## src/rtl/seven_seg_driver_pkg.sv

```systemverilog
// Shared constants for the seven-segment display stage: segment codes,
// converter state encoding and the largest displayable value.
package seven_seg_driver_pkg;

    localparam logic [13:0] BCD_MAX = 14'd9999;

    typedef enum logic [1:0] {
        ST_IDLE   = 2'd0,
        ST_SHIFT  = 2'd1,
        ST_COMMIT = 2'd2
    } conv_state_t;

    // Active-low cathode patterns, bit order g..a
    localparam logic [6:0] SEG_0     = 7'h40;
    localparam logic [6:0] SEG_1     = 7'h79;
    localparam logic [6:0] SEG_2     = 7'h24;
    localparam logic [6:0] SEG_3     = 7'h30;
    localparam logic [6:0] SEG_4     = 7'h19;
    localparam logic [6:0] SEG_5     = 7'h12;
    localparam logic [6:0] SEG_6     = 7'h02;
    localparam logic [6:0] SEG_7     = 7'h78;
    localparam logic [6:0] SEG_8     = 7'h00;
    localparam logic [6:0] SEG_9     = 7'h10;
    localparam logic [6:0] SEG_BLANK = 7'h7F;

    function automatic logic [6:0] seg_decode(input logic [3:0] nib);
        logic [6:0] code;
        case (nib)
            4'd0:    code = SEG_0;
            4'd1:    code = SEG_1;
            4'd2:    code = SEG_2;
            4'd3:    code = SEG_3;
            4'd4:    code = SEG_4;
            4'd5:    code = SEG_5;
            4'd6:    code = SEG_6;
            4'd7:    code = SEG_7;
            4'd8:    code = SEG_8;
            4'd9:    code = SEG_9;
            default: code = SEG_BLANK;
        endcase
        return code;
    endfunction

endpackage

```

## src/rtl/seven_seg_driver_if.sv

```systemverilog
// Value/decimal-point request in, multiplexed display drive and busy out.
interface seven_seg_driver_if;
    logic [13:0] display_value;
    logic        dp;
    logic [6:0]  seg;
    logic        dp_n;
    logic [3:0]  an;
    logic        busy;

    modport master (output display_value, dp, input seg, dp_n, an, busy);
    modport slave  (input display_value, dp, output seg, dp_n, an, busy);
endinterface

```

## src/rtl/seven_seg_driver_bin2bcd_seq.sv

```systemverilog
// Sequential double-dabble converter. Holds the committed BCD digits and
// the raw value they came from, so the caller can detect a new input.
//
// state     | meaning
// ----------+---------------------------------------------------------
// ST_IDLE   | waiting for start; display digits stable
// ST_SHIFT  | 14 adjust-and-shift iterations on the clamped value
// ST_COMMIT | publish all four digits at once, record the raw input
module bin2bcd_seq
    import seven_seg_driver_pkg::*;
(
    input  logic        clk,
    input  logic        rst,
    input  logic        start,
    input  logic [13:0] bin_in,
    output logic        busy,
    output logic [15:0] bcd,
    output logic [13:0] last_value
);

    conv_state_t state;
    logic [13:0] shift_reg;
    logic [13:0] raw_value;
    logic [15:0] acc;
    logic [15:0] acc_adj;
    logic [3:0]  iter;

    // Add 3 to every nibble of 5 or more before the next shift
    always_comb begin
        acc_adj = acc;
        for (int i = 0; i < 4; i++) begin
            if (acc[4*i +: 4] >= 4'd5) begin
                acc_adj[4*i +: 4] = acc[4*i +: 4] + 4'd3;
            end
        end
    end

    // Converter FSM; reset abandons any conversion in flight
    always_ff @(posedge clk) begin
        if (rst) begin
            state      <= ST_IDLE;
            shift_reg  <= '0;
            raw_value  <= '0;
            acc        <= '0;
            iter       <= '0;
            busy       <= 1'b0;
            bcd        <= '0;
            last_value <= 14'h3FFF;
        end else begin
            case (state)
                ST_IDLE: begin
                    if (start) begin
                        shift_reg <= (bin_in > BCD_MAX) ? BCD_MAX : bin_in;
                        raw_value <= bin_in;
                        acc       <= '0;
                        iter      <= '0;
                        busy      <= 1'b1;
                        state     <= ST_SHIFT;
                    end
                end
                ST_SHIFT: begin
                    acc       <= (acc_adj << 1) | {15'd0, shift_reg[13]};
                    shift_reg <= shift_reg << 1;
                    iter      <= iter + 4'd1;
                    if (iter == 4'd13) begin
                        state <= ST_COMMIT;
                    end
                end
                ST_COMMIT: begin
                    bcd        <= acc;
                    last_value <= raw_value;
                    busy       <= 1'b0;
                    state      <= ST_IDLE;
                end
                default: state <= ST_IDLE;
            endcase
        end
    end

endmodule

```

## src/rtl/seven_seg_driver.sv

```systemverilog
// Four-digit multiplexed seven-segment driver: converts the binary value
// to BCD, blanks leading zeros and scans the anodes at a divided rate.
module seven_seg_driver
    import seven_seg_driver_pkg::*;
#(
    parameter int REFRESH_DIV = 100000,
    parameter int DP_DIGIT    = 1
) (
    input  logic               clk100Mhz,
    input  logic               rst,
    seven_seg_driver_if.slave  bus
);

    localparam int CNT_W = (REFRESH_DIV > 1) ? $clog2(REFRESH_DIV) : 1;
    localparam logic [CNT_W-1:0] CNT_LAST = CNT_W'(REFRESH_DIV - 1);

    logic [15:0]      bcd;
    logic [13:0]      last_value;
    logic             conv_busy;
    logic             start;
    logic [CNT_W-1:0] refresh_cnt;
    logic [1:0]       digit_idx;
    logic [3:0]       cur_nib;
    logic             lead_zero;
    logic             keep_digit;
    logic             dp_hit;
    logic [6:0]       seg_next;

    // A mismatch is only acted on while the converter is idle
    assign start    = (bus.display_value != last_value);
    assign bus.busy = conv_busy;

    bin2bcd_seq u_bin2bcd (
        .clk        (clk100Mhz),
        .rst        (rst),
        .start      (start),
        .bin_in     (bus.display_value),
        .busy       (conv_busy),
        .bcd        (bcd),
        .last_value (last_value)
    );

    // Digit select, leading-zero blanking and decimal-point match
    always_comb begin
        cur_nib = bcd[{digit_idx, 2'b00} +: 4];
        case (digit_idx)
            2'd0:    lead_zero = 1'b0;
            2'd1:    lead_zero = (bcd[15:4] == 12'd0);
            2'd2:    lead_zero = (bcd[15:8] == 8'd0);
            default: lead_zero = (bcd[15:12] == 4'd0);
        endcase
        keep_digit = bus.dp && (int'(digit_idx) <= DP_DIGIT);
        dp_hit     = bus.dp && (int'(digit_idx) == DP_DIGIT);
        seg_next   = (lead_zero && !keep_digit) ? SEG_BLANK : seg_decode(cur_nib);
    end

    // Refresh divider and registered display drive; an/seg/dp_n move together
    always_ff @(posedge clk100Mhz) begin
        if (rst) begin
            refresh_cnt <= '0;
            digit_idx   <= '0;
            bus.seg     <= SEG_BLANK;
            bus.dp_n    <= 1'b1;
            bus.an      <= 4'hF;
        end else begin
            bus.seg  <= seg_next;
            bus.dp_n <= !dp_hit;
            bus.an   <= ~(4'b0001 << digit_idx);
            if (refresh_cnt == CNT_LAST) begin
                refresh_cnt <= '0;
                digit_idx   <= digit_idx + 2'd1;
            end else begin
                refresh_cnt <= refresh_cnt + 1'b1;
            end
        end
    end

endmodule

```

## src/flat_wrapper.sv

```systemverilog
// flat-port wrapper written by rule: the top's interface ports become plain ports
module seven_seg_driver_flat import seven_seg_driver_pkg::*;
#(
    parameter int REFRESH_DIV = 100000,
    parameter int DP_DIGIT    = 1
)
  (clk100Mhz, rst, bus_display_value, bus_dp, bus_seg, bus_dp_n, bus_an, bus_busy);
  seven_seg_driver_if bus_i ();
  input  logic clk100Mhz;
  input  logic rst;
  input wire logic [$bits(bus_i.display_value)-1:0] bus_display_value;
  input wire logic [$bits(bus_i.dp)-1:0] bus_dp;
  output wire logic [$bits(bus_i.seg)-1:0] bus_seg;
  output wire logic [$bits(bus_i.dp_n)-1:0] bus_dp_n;
  output wire logic [$bits(bus_i.an)-1:0] bus_an;
  output wire logic [$bits(bus_i.busy)-1:0] bus_busy;
  assign bus_i.display_value = bus_display_value;
  assign bus_i.dp = bus_dp;
  assign bus_seg = bus_i.seg;
  assign bus_dp_n = bus_i.dp_n;
  assign bus_an = bus_i.an;
  assign bus_busy = bus_i.busy;
  seven_seg_driver #(.REFRESH_DIV(REFRESH_DIV), .DP_DIGIT(DP_DIGIT)) u_core (.clk100Mhz(clk100Mhz), .rst(rst), .bus(bus_i));
endmodule
```

## config.mk

```make
export PLATFORM = sky130hd
export DESIGN_NAME = seven_seg_driver_flat
export DESIGN_NICKNAME = d
export VERILOG_FILES = /design/src/rtl/seven_seg_driver_pkg.sv /design/src/rtl/seven_seg_driver_if.sv /design/src/rtl/seven_seg_driver_bin2bcd_seq.sv /design/src/rtl/seven_seg_driver.sv /design/src/flat_wrapper.sv
export SDC_FILE = /design/constraint.sdc
export NUM_CORES = 1
export LEC_CHECK = 0
export CAP_MARGIN = 30
export CORE_UTILIZATION = 39
export CTS_BUF_LIST = sky130_fd_sc_hd__clkbuf_2
export DETAILED_ROUTE_END_ITERATION = 8
export SLEW_MARGIN = 0
export SYNTH_ARGS = -nofsm -noshare
export SYNTH_HDL_FRONTEND = slang
export SYNTH_SLANG_ARGS = --single-unit
```

## constraint.sdc

```tcl
create_clock -name clk100Mhz -period 6 [get_ports clk100Mhz]
set_input_delay 1.8 -clock clk100Mhz [delete_from_list [all_inputs] [get_ports clk100Mhz]]
set_output_delay 1.8 -clock clk100Mhz [all_outputs]
set_load 0.005 [all_outputs]
```

# Word-level counts from Yosys, hierarchy flattened
# Memory sizes are Yosys's and may differ from the RTL's. A register that Yosys moved wholly into a read port is not among the register bits.
# Index checks and enable logic that the tools add are counted.
# word_totals
elab_cells	75
romBits	112
out_inout_bits	13
n_memories	1
input_bits	17
register_bits	105
# op_classes
order_cmp	6
n_reduce_logical	18
shift	2
n_bitwise	2
n_addsub	7
eq_ne	10
mux	17
# memory_table
name	depth	word_bits	read_ports	rd_clocked_by_memory_dff	write_ports	line_no	source
(name not given)	16	7	1	1	0	seven_seg_driver_pkg.sv:28	case (nib)
# op_table
op	n
$pmux W16 S2	1
$mux W14	2
$pmux W14 S2	1
$add A17 B1 Y17 const B	1
$eq A17 B17 Y1 const B	1
$ge A4 B3 Y1 const B	4
$mux W16	1
$mux W4	4
$or A16 B1 Y16	1
$shiftx A16 B5 Y4	1
$gt A14 B14 Y1 const B	1
$ne A14 B14 Y1	1
$add A4 B2 Y4 const B	3
$logic_not A12 Y1	1
$logic_not A8 Y1	1
$pmux W4 S2	1
$reduce_and A2 Y1	4
$eq A2 B2 Y1 const B	3
$add A4 B1 Y4 const B	1
$eq A2 B1 Y1 const B	2
$eq A4 B4 Y1 const B	1
$logic_not A2 Y1	2
$logic_not A4 Y1	1
$mux W2	2
16 further kinds	21

# Depth between registers and ports, before layout
# depth
word_depth	5
mapped_depth	8

# By module
# From an unflattened synthesis, not the netlist that was laid out.
# hier_totals
hier_cells	585
hier_area_um2	5042.3
# modules_own_cells
module	area_each_um2	cells_each	instances
bin2bcd_seq	3335.7	404	1
seven_seg_driver	1706.6	181	1

# Least setup slack after synthesis
# OpenSTA, ideal clock, no wires.
# synth_timing
path_type	input to register
from	in bus_display_value[1]
to	reg u_core.u_bin2bcd.shift_reg[6]
arrival_time_ps	3125
path_buffers	2
path_slack_ps	2736
setup_time_ps	139
cell_stages	7
required_ps	5861
cell_sequence	xnor2_1 > nand4_1 > o41a_1 > buf_2 > buf_2 > nor3_2 > a311oi_2
# synth_via
elab_chain_cells	4
# synth_lines
element	line_no	source
start: declaration	flat_wrapper.sv:11	input wire logic [$bits(bus_i.display_value)-1:0] bus_display_value;
$gt A14 B14 Y1	seven_seg_driver_bin2bcd_seq.sv:53	shift_reg <= (bin_in > BCD_MAX) ? BCD_MAX : bin_in;
$mux W14	seven_seg_driver_bin2bcd_seq.sv:53	
$mux W14	seven_seg_driver_bin2bcd_seq.sv:52	if (start) begin
$pmux W14 S2	seven_seg_driver_bin2bcd_seq.sv:50	case (state)
end signal: assignment	seven_seg_driver_bin2bcd_seq.sv:53	
end signal: assignment	seven_seg_driver_bin2bcd_seq.sv:63	shift_reg <= shift_reg << 1;
end: declaration	seven_seg_driver_bin2bcd_seq.sv:22	logic [13:0] shift_reg;
# Parallel ways exist; a longest one is shown, timed or not. The select of a mux whose other input is x is not followed.
# A chain may end at the register's enable or synchronous reset.

# Worst setup path after layout
# layout_timing
from	in bus_display_value[6]
to	reg u_core.u_bin2bcd.shift_reg[4]
# Same word-level chain as after synthesis.

==> summary.md <==
| Metric | Value |
|---|---|
| Die height | around 120 µm |
| Root Driver | clkbuf_2 |
| Max FO, Critical Path | 23 |
| Die area | 13500 µm² |
| Worst Setup SP | bus_display_value[6] |
| Arrival time at the worst endpoint | 4310 ps |
| Sequential area share after synthesis | 44.2% |
| Area of the multi-input gates | 2620 µm² |
| Post-CTS Repair Setup Buffers | 0 |
| Post-Syn Nets | around 620 |
| Final antenna-violating net count | 0 |
| Maximum VDD drop | 0.130 mV |
| Clock Latency Late Sink | 630 ps |
| # DRC | 0 |
| Max reg flops | 17 |
| WL/cell | 13.6 µm |
| First-pass GRT wire length | around 18000 µm |
| Via density | 5.09 |
| Syn avg cell area | approximately 8.7 µm² |
| Worst hold path class | reg -> reg |
| Largest net degree at the start of global routing | 53 |
| Layout Utilization | 44.1% |
| DRT iter0 DRCs | 192 |
| GPL Wtd Cong | 0.800 |
| Largest area contributor in the netlist | dfxtp_1 |
| Number of synthesized flops with an enable pin | 0 |
| Fmax | 265 MHz |
| Final wirelength | 10600 µm |
| Final setup vio count | 0 |
| Vias in the first global route | 3793 |
| Synth Register Bits | 112 |
| Cell variety after synth | 44 |
| CTS buffer count | 9 |
| CP Launch Type | primary input |
| Hold wc startpoint | u_core.refresh_cnt[0] |
| Resized Gates After CTS | 0 |
| Slew @ Worst Pin | 954 ps |
| Top Registers | u_core.refresh_cnt: 17 flops, u_core.u_bin2bcd.acc: 16 flops, u_core.u_bin2bcd.bcd: 16 flops |
| H-tree depth | 3 |
| Largest reg by FF count | u_core.refresh_cnt |
| CTS tree | built |
| First-pass detailed-route iteration total | 4 |
| Share of cells above drive strength 1 | ~6.6% |
| Crit. End Element | register |
| CP Class | in -> reg |
| Finished Layout Cells | 774 |
| Final slew viol count | 0 |
| Crit-path cells | clkdlybuf4s50_1 > xnor2_1 > nand4_1 > o41ai_4 > buf_4 > nand2_2 > a311oi_2 |
| Top-Level Pins | 30 |
| Launch point of the worst reg-to-reg path | u_core.u_bin2bcd.last_value[0] |
| Worst Path Required | about 6500 ps |
| Routed vias | 3936 |
| Top cell type's share of synthesized area | 44.2% |
| Ranking of synthesized cells by area | dfxtp_1 (44%), nand2_1 (8.2%), ha_1 (5.2%), xnor2_1 (4.8%), a21oi_1 (4.7%) |
| CTS Sinks | 112 |
| Final nets | 635 |
| Status | finished clean |
| Fill cells | 1269 |
| Final TNS setup | 0 ps |
| Final hold vios | 0 |
| Final Skew | 27.6 ps |
| HPWL after DPL | 7100 µm |
| Initial core utilization | 40.0% |
| Initial antenna violation count | 0 |
| Site Rows | 41 |
| Die W | 116 µm |
| Register area | 2240 µm² |
| Unrepaired setup endpoints after global routing | no |
| Crit path max-delay cell type | o41ai_4 |
| Slew Limit Headroom | 36.4% |
| Leak | a little over 0.002 µW |
| N_diodes | 0 |
| Largest stage delay, worst path | 740 ps |
| Port bufs | 29 |
| Final min period | between 3000 and 4000 ps |
| Synthesized instance count | between 500 and 600 |
| Global route total overflow | 0 |
| Clock transition at path regs | between 200 and 300 ps |
| Synthesized area | 5070 µm² |
| Hold buffers post-CTS | 0 |
| Synth async-reset ratio | 0% |
| Synth-to-Final Area Change | 10.2% |
| Number of max-cap violations | 0 |
| Tot GR Track Use | approximately 17% |
| Most frequent cell after synthesis | dfxtp_1 |
| Syn. warnings | 0 |
| Commonest cells post-synth | dfxtp_1 (112), nand2_1 (111), a21oi_1 (48) |
| CORE AREA | between 10000 and 15000 µm² |
| CTS max path bufs | 2 |
| Dpl cells | 758 |
| PwrDens | 219 nW/µm² |
| Period utilisation layout | 62.8% |
| Post-synth top flop | dfxtp_1 |
## through the flow
step           hold slack, ps  setup slack (ps)  power, µW  cell area (µm²)
6_report                  459              2230       1230             5590
3_5_place_dp              435              1600        907             5490
5_1_grt                   487              2100       1280             5590
3_3_place_gp              422              1720        903             5480
4_1_cts                   464              2250       1240             5590
2_1_floorplan             413              2740        866             5070
## critical path: cells and delay by family
| kind | cells | cell delay (ps) |
|---|---|---|
| xor+xnor | 1 | 150 |
| compound gates | 2 | 990 |
| buf+inv | 2 | 970 |
| simple gates | 2 | 370 |
## layer usage
| layer | track usage, % | vias up | share of wire (%) |
|---|---|---|---|
| met4 | 6.32 | 0 | 1.1 |
| met1 | 21.0 | 1876 | 48 |
| met3 | 3.35 | 12 | 3.0 |
| met2 | 29.0 | 46 | 48 |
| met5 | 0 | - | 0 |
| li1 | - | 2002 | - |
## cells in the final DEF (no fill, tap or decap), types with 17 or more instances in the layout
| cell | n |
|---|---|
| xnor2_1 | 28 |
| nand2_1 | 111 |
| nand2b_1 | 17 |
| dfxtp_1 | 112 |
| nand3_1 | 17 |
| nor2_1 | 37 |
| ha_1 | 21 |
| clkdlybuf4s50_1 | 28 |
| a21oi_1 | 48 |
| nand3b_1 | 19 |
| inv_1 | 17 |
## layout make-up
cell class	count	area share (%)
Multi-Input combinational cell	421	46.9
Sequential cell	112	40.1
Timing Repair Buffer	36	6.11
Tap cell	172	3.85
Inverter	17	1.14
Clock buffer	11	0.985
Clock inverter	5	0.851
## power by group
group | internal (µW) | switching, µW | total (µW) | leakage, µW
sequential | 768 | 13.6 | 782 | 0.000913
combinational | 46.7 | 64.0 | 111 | 0.00107
clock | 95.7 | 239 | 334 | 0.0000708
## kinds of logic after synthesis
group	Yosys count	share of synthesized area, %
AND/OR/NAND/NOR	259	25.2
flip-flops	112	44.2
AO/OA/AOI/OAI	93	11.8
buffers and inverters	51	4.14
XOR/XNOR	40	6.91
adder cells (fa/ha/maj)	21	5.18
multiplexers	8	2.56
## final timing paths
kind	endpoint	slack, ps	depth (start not counted)
max	u_core.u_bin2bcd.shift_reg[4]	2230	7
min	u_core.refresh_cnt[0]	460	1
max reg2reg	u_core.u_bin2bcd.shift_reg[4]	3550	6
min reg2reg	u_core.refresh_cnt[0]	460	1
Note: power is estimated with default switching activity, not from simulation.
